File: src/rtl/fb_mem_arbiter.sv
// fb_mem_arbiter: shares one single-port synchronous frame-buffer SRAM
// between VGA scanout reads (hard deadline) and posted board-game writes
// (latency tolerant). Writes are queued in a small FIFO. They drain in cycles
// scanout leaves free, when forced by a starvation counter, or during
// vertical blank.

module fb_mem_arbiter #(
  parameter int ADDR_W       = 19,
  parameter int DATA_W       = 8,
  parameter int WBUF_DEPTH   = 4,
  parameter int STARVE_LIMIT = 8
) (
  input  logic                          CLK_50,
  input  logic                          RST_N,
  input  logic                          VBLANK,
  input  logic                          RD_REQ,
  input  logic [ADDR_W-1:0]             RD_ADDR,
  output logic                          RD_GNT,
  output logic [DATA_W-1:0]             RD_DATA,
  output logic                          RD_VALID,
  input  logic                          WR_VALID,
  input  logic [ADDR_W-1:0]             WR_ADDR,
  input  logic [DATA_W-1:0]             WR_DATA,
  output logic                          WR_READY,
  output logic [$clog2(WBUF_DEPTH):0]   WBUF_LEVEL,
  output logic                          BUSY,
  output logic                          MEM_CE,
  output logic                          MEM_WE,
  output logic [ADDR_W-1:0]             MEM_ADDR,
  output logic [DATA_W-1:0]             MEM_WDATA,
  input  logic [DATA_W-1:0]             MEM_RDATA
);

  localparam int PTR_W = $clog2(WBUF_DEPTH);
  localparam int LVL_W = PTR_W + 1;
  localparam logic [LVL_W-1:0] FULL_LVL   = LVL_W'(WBUF_DEPTH);
  localparam logic [7:0]       STARVE_MAX = 8'(STARVE_LIMIT);

  // Memory cycle chosen for the current clock.
  typedef enum logic [1:0] {
    OP_IDLE  = 2'd0,
    OP_READ  = 2'd1,
    OP_WRITE = 2'd2
  } mem_op_t;

  mem_op_t              mem_op;

  logic [ADDR_W-1:0]    wbuf_addr [WBUF_DEPTH];
  logic [DATA_W-1:0]    wbuf_data [WBUF_DEPTH];
  logic [PTR_W-1:0]     wr_ptr;
  logic [PTR_W-1:0]     rd_ptr;
  logic [LVL_W-1:0]     level;
  logic [LVL_W-1:0]     level_next;
  logic [7:0]           starve_cnt;
  logic                 pend;
  logic                 push;
  logic                 pop;
  logic                 mem_rd_q;
  logic                 rd_wait_q;

  // Arbitration: a queued write wins during blanking, when scanout is quiet,
  // or once it has lost STARVE_LIMIT times in a row; otherwise scanout reads.
  always_comb begin
    mem_op = OP_IDLE;
    pend   = (level != '0);
    if (RST_N) begin
      if (pend && (VBLANK || !RD_REQ || (starve_cnt == STARVE_MAX))) begin
        mem_op = OP_WRITE;
      end else if (RD_REQ) begin
        mem_op = OP_READ;
      end
    end
  end

  // Grant, FIFO handshake and next occupancy derived from the decision.
  always_comb begin
    RD_GNT = (mem_op == OP_READ);
    pop    = (mem_op == OP_WRITE);
    push   = WR_VALID && WR_READY;
    level_next = level;
    case ({push, pop})
      2'b10:   level_next = level + LVL_W'(1);
      2'b01:   level_next = level - LVL_W'(1);
      default: level_next = level;
    endcase
  end

  // Busy while anything is queued or a read has not yet returned its data.
  always_comb begin
    BUSY       = pend || mem_rd_q || rd_wait_q;
    WBUF_LEVEL = level;
  end

  // Write FIFO storage; contents need no reset because the pointers do.
  always_ff @(posedge CLK_50) begin
    if (push) begin
      wbuf_addr[wr_ptr] <= WR_ADDR;
      wbuf_data[wr_ptr] <= WR_DATA;
    end
  end

  // FIFO pointers, occupancy and the registered ready flag.
  always_ff @(posedge CLK_50) begin
    if (!RST_N) begin
      wr_ptr   <= '0;
      rd_ptr   <= '0;
      level    <= '0;
      WR_READY <= 1'b0;
    end else begin
      if (push) begin
        wr_ptr <= wr_ptr + PTR_W'(1);
      end
      if (pop) begin
        rd_ptr <= rd_ptr + PTR_W'(1);
      end
      level    <= level_next;
      WR_READY <= (level_next != FULL_LVL);
    end
  end

  // Starvation counter: counts reads that beat a pending write, saturating.
  always_ff @(posedge CLK_50) begin
    if (!RST_N) begin
      starve_cnt <= '0;
    end else if ((mem_op == OP_WRITE) || !pend) begin
      starve_cnt <= '0;
    end else if ((mem_op == OP_READ) && (starve_cnt != STARVE_MAX)) begin
      starve_cnt <= starve_cnt + 8'd1;
    end
  end

  // SRAM command register: one memory cycle per clock, launched at the edge.
  always_ff @(posedge CLK_50) begin
    if (!RST_N) begin
      MEM_CE    <= 1'b0;
      MEM_WE    <= 1'b0;
      MEM_ADDR  <= '0;
      MEM_WDATA <= '0;
    end else begin
      case (mem_op)
        OP_WRITE: begin
          MEM_CE    <= 1'b1;
          MEM_WE    <= 1'b1;
          MEM_ADDR  <= wbuf_addr[rd_ptr];
          MEM_WDATA <= wbuf_data[rd_ptr];
        end
        OP_READ: begin
          MEM_CE    <= 1'b1;
          MEM_WE    <= 1'b0;
          MEM_ADDR  <= RD_ADDR;
        end
        default: begin
          MEM_CE    <= 1'b0;
          MEM_WE    <= 1'b0;
        end
      endcase
    end
  end

  // Read return pipeline: track each read through the SRAM access and the
  // cycle its data appears, then capture it with a one-cycle strobe.
  always_ff @(posedge CLK_50) begin
    if (!RST_N) begin
      mem_rd_q  <= 1'b0;
      rd_wait_q <= 1'b0;
      RD_VALID  <= 1'b0;
      RD_DATA   <= '0;
    end else begin
      mem_rd_q  <= (mem_op == OP_READ);
      rd_wait_q <= mem_rd_q;
      RD_VALID  <= rd_wait_q;
      if (rd_wait_q) begin
        RD_DATA <= MEM_RDATA;
      end
    end
  end

endmodule

File: config.mk
export PLATFORM = sky130hd
export DESIGN_NAME = fb_mem_arbiter
export DESIGN_NICKNAME = d
export VERILOG_FILES = /design/src/rtl/fb_mem_arbiter.sv
export SDC_FILE = /design/constraint.sdc
export NUM_CORES = 1
export LEC_CHECK = 0
export BUFFER_PORTS_ARGS = -buffer_cell sky130_fd_sc_hd__buf_2
export CELL_PAD_IN_SITES_DETAIL_PLACEMENT = 1
export CELL_PAD_IN_SITES_GLOBAL_PLACEMENT = 2
export CORE_MARGIN = 1
export CORE_UTILIZATION = 42
export DETAILED_ROUTE_END_ITERATION = 8
export PLACE_DENSITY = 0.91
export SYNTH_ARGS = -nofsm -noshare
export SYNTH_HDL_FRONTEND = slang
export SYNTH_SLANG_ARGS = --single-unit
File: constraint.sdc
create_clock -name CLK_50 -period 8.1 [get_ports CLK_50]
set_input_delay 0.405 -clock CLK_50 [delete_from_list [all_inputs] [get_ports CLK_50]]
set_output_delay 0.405 -clock CLK_50 [all_outputs]
set_load 0.1 [all_outputs]
==> reports/metrics.yaml, run 1 <==
utilization_pct: 50.6
endpoint_kind: "flip-flop"
p_leak_uw: 0.00276
port_buffers: 102
maxCapViolations: 0
powerDensity_nw_per_um2: 372
critPathTopFamily: "adder cells"
irDropWorstVdd_v: 0.000292
crit_path_start_kind: "flip-flop"
synthToLayoutAreaGrowth_pct: 17.8
die_y_microns: 127
worst_slew_pin_slew_ps: 1240
netlist_area_sq_um: 6530
pin_count: 103
grt_pass1_wl_microns: 23800
synth_cell_types: 45
clock.fmax_mhz: 260
grt_pass1_vias: 4393
start_util_pct: 42.9
period_share_pct: 47.4
fillers: 1563
antenna_found_initial: 1
hold_buffers: 0
synth_top_area_share_pct: 49.7
cts_tree: "built"
grt_start_max_net_pins: 39
ant_nets: 0
timing.slew.headroom_pct: 17.5
final.setup.tns_ps: 0
final_layout_size_suffix_gt1_share_pct: 26.1
final_common_cell: "edfxtp_1"
synth.area.top_cells: "edfxtp_1 (50%), dfxtp_1 (18%), mux2i_1 (8.6%), o221a_1 (3.3%), mux4_2 (2.8%)"
p_clk_share_pct: 28.0
die_w_microns: 127
slowest_stage: "ha_1"
switching_power_uw: 1130
finalHoldViolCount: 0
htree_levels: 4
cts_setup_buffers: 0
row_count: 45
ys_warn_count: 0
cts_resized: 0
clk_path_buf_depth: 2
cp.arrival_ps: 4160
synthArstFlopShare_pct: 0
synth.avg_cell_area_sq_um: 14.7
outcome: "complete, no violations"
coreArea_sq_um: 15200
ys_seq_area_share_pct: 67.5
nNetsFinal: 612
final_max_slew_viol_count: 0
viasPerCell: 5.45
intPower_uw: 1730
die_area_sq_um: 16000
power_frac_comb_pct: 33.2
cts_buffers: 17
hpwl_microns: 9070
fin_crit_ps: 3840
drt_wl_total_microns: 15100
pre_cts_slack_ps: 4280
synth_cells: 443
final_cell_mix: "edfxtp_1 (108), buf_2 (102), dfxtp_1 (57), mux2i_1 (56), a21oi_1 (27)"
rr_startpoint: "starve_cnt[0]"
clock_skew_ps: 8.04
whs_endpoint: "wbuf_addr[3][8]"
clk_pin_slew_ps: 60
setup_violations: 0
path_cells: "inv_1 -> ha_1 -> nor4b_1 -> a21oi_1 -> o211ai_1 -> ha_1 -> ha_1 -> inv_1 -> fa_1 -> xor2_1 -> or3_1 -> a31o_1"
grt_overflow: 0
hold-path-cell-count: 1
drtPass1Iterations: 4
cp_num_buf_inv: 2
ys.flop_type: "edfxtp_1"
vias: 4057
reg2reg_depth: 12
critical_path_class: "flip-flop to flip-flop"
rsz0062_at_grt: "no"
cts.sinks: 166
worstHoldPathType: "input port to flip-flop"
setup_ws_ps: 4260
drcViolationCount: 0
hold_path_startpoint: "WR_ADDR[8]"
seq_power_share_pct: 38.8
gp_congestion: 0.767
cp_max_fo: 17
yosys.area.top_type: "edfxtp_1"
synth-seq-cells: 166
synth_edf_count: 108
crit_required_ps: 8420
max_stage_delay_ps: 710
clk-insertion-delay-late_ps: 430
first_iter_violations: 159
grtUsageTotal_pct: 20.2
wl_per_cell_microns: 20.3
clockRootBuffer: "clkbuf_16"
netSwitchingFraction_pct: 39.5
syn_nets: 512
r2r-end: "WR_READY"
reg2reg_slack_ps: 4260
cp_common_cell: "ha_1"
-- Yosys cell counts, types with 2 or more instances --
| cell | n |
|---|---|
| edfxtp_1 | 108 |
| dfxtp_1 | 58 |
| mux2i_1 | 56 |
| a21oi_1 | 27 |
| nand2_1 | 26 |
| nor2_1 | 24 |
| o21ai_0 | 20 |
| o221a_1 | 19 |
| ha_1 | 9 |
| inv_1 | 9 |
| mux4_2 | 8 |
| buf_2 | 7 |
| buf_6 | 5 |
| clkbuf_1 | 5 |
| xor2_1 | 5 |
| and2_1 | 4 |
| and3_1 | 4 |
| nand3_1 | 4 |
| or3_1 | 4 |
| buf_8 | 3 |
| nand3b_1 | 3 |
| or4_1 | 3 |
| a211oi_1 | 2 |
| buf_4 | 2 |
| dlygate4sd1_1 | 2 |
| dlymetal6s2s_1 | 2 |
| nand2b_1 | 2 |
| nand4_1 | 2 |
| nor3b_1 | 2 |
| o31ai_1 | 2 |
| xnor2_1 | 2 |
-- registers in the layout, summed over array words and instances (netlist names), 2 cells and up, named ones only --
name        flops
MEM_ADDR       19
MEM_WDATA       8
RD_DATA         8
WBUF_LEVEL      3
rd_ptr          2
starve_cnt      8
wbuf_addr      76
wbuf_data      32
wr_ptr          2
-- power groups by stage --
stage / registers (uW) / logic, uW / clock network (uW)
5_1_grt: 1120 / 996 / 844
6_report: 1110 / 947 / 800
3_3_place_gp: 1120 / 921 / 0
4_1_cts: 1110 / 952 / 811
3_5_place_dp: 1130 / 941 / 0
2_1_floorplan: 1500 / 396 / 0
-- per-layer routing --
| layer | GRT usage [%] | vias to the layer above | routed length, microns |
|---|---|---|---|
| li1 | - | 1872 | - |
| met4 | 8.68 | 0 | 313 |
| met1 | 23.2 | 2046 | 6380 |
| met5 | 0 | - | 0 |
| met3 | 5.82 | 24 | 702 |
| met2 | 35.2 | 115 | 7700 |
-- cell families (layout without fill, tap and decap cells) --
kind of cell	Yosys count	count (layout)	share of synthesized area [%]
flip-flops	166	166	67.5
AND/OR/NAND/NOR	82	82	6.04
AO/OA/AOI/OAI	78	78	8.32
multiplexers	64	64	11.3
buffers and inverters	36	149	3.83
adder cells (fa/ha/maj)	10	10	2.03
XOR/XNOR	7	7	0.939
other	0	1	0
-- worst max-delay path by stage --
| stage | startpoint | end | slack (ps) | cells past startpoint |
|---|---|---|---|---|
| floorplan | WBUF_LEVEL[0] | MEM_ADDR[1] | 4760 | 10 |
| detailed placement | starve_cnt[0] | WR_READY | 4280 | 12 |
| global placement | starve_cnt[0] | WR_READY | 4440 | 12 |
| global route | starve_cnt[0] | WR_READY | 3940 | 12 |
| CTS | starve_cnt[0] | WR_READY | 4260 | 12 |
| finish | starve_cnt[0] | WR_READY | 4260 | 12 |
-- cell type report --
cell class                      instances  area, sq um  area share, %
Clock buffer                           23          489           6.36
Tap cell                              188          235           3.06
Sequential cell                       166         4410           57.3
Inverter                               10         37.5          0.488
Multi-Input combinational cell        241         1870           24.3
Antenna cell                            1         2.50         0.0325
Clock inverter                          9         98.8           1.29
Timing Repair Buffer                  107          548           7.13
-- stage by stage --
stage	hold WS [ps]	total power [uW]	cells	cell area (sq um)
after detailed placement	447	2070	712	7100
after global routing	181	2960	745	7690
after CTS	182	2870	744	7690
final	192	2860	745	7690
after floorplan	429	1900	443	6530
after global placement	446	2040	712	7100
(Power assumes the default switching activity.)
==> run 2, diff against run 1 <==
Settings changed: ABC_AREA from default to 1, CORE_UTILIZATION 42 to 36, PLACE_DENSITY 0.91 to 0.87.
Clock period 8.1 ns to 3.7 ns, I/O delays scaled along.
==> run 2 against run 1 <==
  * Clock-buffer cell count did not move
  * Global-route usage fell by 1.8 points
  * Register-to-register slack got worse by 3400 ps
  * Power rose by 98%
  * Area after synthesis rose by 1.4%
  * Critical path depth rose by 3
  * Cell count rose by 34%
  * Clock power rose by 130%
  * Synthesized cell count rose by 42%
  * Die area rose by 18%
  * Via count rose by 21%
  * Non-clock buffer count rose by 31
==> reports/metrics.yaml, run 2 <==
outcome: "complete, no violations"
r2r-end: "WR_READY"
synth-seq-cells: 166
final.setup.tns_ps: 0
drtPass1Iterations: 4
final_cell_area_sq_um: 8260
synthAdderAreaFrac_pct: 2.00
vias: 4893
crit_path_start_kind: "flip-flop"
row_count: 49
synth.area.top_cells: "edfxtp_1 (49%), dfxtp_1 (18%), nand2_1 (10%), nand3_1 (3.9%), nor2_1 (2.9%)"
worst_slew_pin_slew_ps: 978
cts_buffers: 17
hold_path_startpoint: "MEM_RDATA[2]"
gp_congestion: 0.769
synth_top_family_by_area: "simple AND/OR/NAND/NOR gates"
hold-path-cell-count: 3
intPower_uw: 3590
ys_warn_count: 0
synth_top_area_share_pct: 49.0
clockRootBuffer: "clkbuf_16"
synth_compound_area_share_pct: 7.79
nNetsFinal: 828
die_area_sq_um: 18900
placement.cell_area_sq_um: 7290
cts_tree: "built"
final_max_slew_viol_count: 0
cp_max_fo: 7
htree_levels: 4
grtUsageTotal_pct: 18.4
largest_reg_flops: 76
synth.avg_cell_area_sq_um: 10.5
cp_num_buf_inv: 3
grt_start_max_net_pins: 40
synth-xor-area-share_pct: 0.662
timing.slew.headroom_pct: 34.7
ant_nets: 0
worstHoldPathType: "input port to flip-flop"
die_y_microns: 138
clk_path_buf_depth: 2
die_w_microns: 138
seq_power_share_pct: 39.1
synth-simple-area-share_pct: 18.2
muxShareOfSynthArea_pct: 0
cts_setup_buffers: 0
reg2reg_depth: 15
powerDensity_nw_per_um2: 685
reg2reg_slack_ps: 870
grt_pass1_vias: 5030
clock_skew_ps: 10.5
pin_count: 103
yosysMostFrequentCell: "nand2_1"
maxCapViolations: 0
top_register: "wbuf_addr"
power_frac_comb_pct: 28.1
cp.arrival_ps: 3130
final_cell_mix: "nand2_1 (177), edfxtp_1 (108), buf_2 (102), dfxtp_1 (58), nand3_1 (52)"
ys_seq_area_share_pct: 66.6
total_power_uw: 5660
viasPerCell: 4.88
ys.flop_type: "edfxtp_1"
first_iter_violations: 226
max_stage_delay_ps: 410
irDropWorstVdd_v: 0.000462
start_util_pct: 36.8
rr_startpoint: "starve_cnt[0]"
largestRegisters: "wbuf_addr x76, wbuf_data x32, MEM_ADDR x19"
final_layout_size_suffix_gt1_share_pct: 19.2
synthToLayoutAreaGrowth_pct: 24.8
clk_pin_slew_ps: 60
wl_per_cell_microns: 16.5
p_leak_uw: 0.00339
grt_overflow: 0
drcViolationCount: 0
clk-insertion-delay-late_ps: 430
syn_nets: 698
rsz0062_at_grt: "no"
fin_crit_ps: 2830
netlist_area_sq_um: 6620
critPathTopFamily: "adder cells"
synthTopCellsByCount: "nand2_1 (177), edfxtp_1 (108), dfxtp_1 (58)"
endpoint_kind: "flip-flop"
grt_pass1_wl_microns: 25600
p_clk_share_pct: 32.8
drt_wl_total_microns: 16500
clock.fmax_mhz: 354
setup_violations: 0
cts.sinks: 166
synth_cell_types: 34
port_buffers: 102
coreArea_sq_um: 18000
critical_path_class: "flip-flop to flip-flop"
slowest_stage: "ha_1"
synth_edf_count: 108
final_common_cell: "nand2_1"
yosys.area.top_type: "edfxtp_1"
period_share_pct: 76.4
whs_endpoint: "RD_DATA[2]"
switching_power_uw: 2070
path_cells: "inv_1 -> ha_1 -> nand3_2 -> o21ai_1 -> nand2_1 -> nor2_1 -> ha_1 -> ha_1 -> inv_1 -> fa_1 -> inv_1 -> nand2_1 -> nand3_1 -> xor2_1 -> a21oi_1"
finalHoldViolCount: 0
antenna_found_initial: 1
hpwl_microns: 10900
synth_cells: 629
crit_required_ps: 4000
synthArstFlopShare_pct: 0
netSwitchingFraction_pct: 36.5
==> run 2: power groups by stage <==
stage	Sequential (uW)	Clock, uW	Combinational (uW)
6_report	2210	1860	1590
5_1_grt	2230	1960	1710
2_1_floorplan	2920	0	585
4_1_cts	2210	1880	1610
3_3_place_gp	2240	0	1530
3_5_place_dp	2250	0	1570
==> run 2: worst max path at each step <==
stage	startpoint	to	slack (ps)	cells past startpoint
2_1_floorplan	WBUF_LEVEL[0]	WR_READY	720	13
3_3_place_gp	starve_cnt[0]	WR_READY	1030	15
3_5_place_dp	starve_cnt[0]	WR_READY	850	15
4_1_cts	starve_cnt[0]	WR_READY	830	15
5_1_grt	starve_cnt[0]	WBUF_LEVEL[2]	610	16
6_report	starve_cnt[0]	WR_READY	870	15
==> run 2: kinds of logic (layout without fill, tap and decap cells) <==
family                   count (synthesis)  in the layout
flip-flops                             166            166
XOR/XNOR                                 5              5
AO/OA/AOI/OAI                           92             92
adder cells (fa/ha/maj)                 10             10
buffers and inverters                   66            209
AND/OR/NAND/NOR                        290            290
other                                    0              1
==> run 2: routing by layer <==
layer	part of all wire [%]	GRT usage (%)	vias to the layer above
met4	1.8	7.75	0
met3	4.4	3.90	21
li1	-	-	2381
met5	0	0	-
met1	43	21.5	2400
met2	51	32.3	91
==> run 2: timing repair <==
item | CTS | global route
endpoints found under the setup margin | 0 | 0
endpoints found under the hold margin | 115 | 0
hold buffers | 34 | 0
resized for setup | 0 | 0
==> run 2: cell type report <==
cell class,count,area [sq um]
clock buffers,23,468
multi-input cells,397,1930
clock inverters,9,151
diodes,1,2.50
inverters,39,149
fillers,2009,9710
repair buffers,138,866
flip-flops and latches,166,4400
well taps,229,287
==> run 2: through the flow <==
| stage | worst slack (ps) | hold WS [ps] | instances | util [%] |
|---|---|---|---|---|
| 2_1_floorplan | 723 | 284 | 629 | - |
| 3_3_place_gp | 1030 | 394 | 935 | 40.6 |
| 3_5_place_dp | 854 | 405 | 935 | 40.6 |
| 4_1_cts | 829 | 1.19 | 1001 | 45.9 |
| 5_1_grt | 610 | 8.24 | 1002 | 46.0 |
| 6_report | 872 | 14.5 | 1002 | 46.0 |
==> run 2: worst min-delay path, stage by stage <==
cell    delay, ps
buf_2          80
nor2_1         40
nor2_1        100
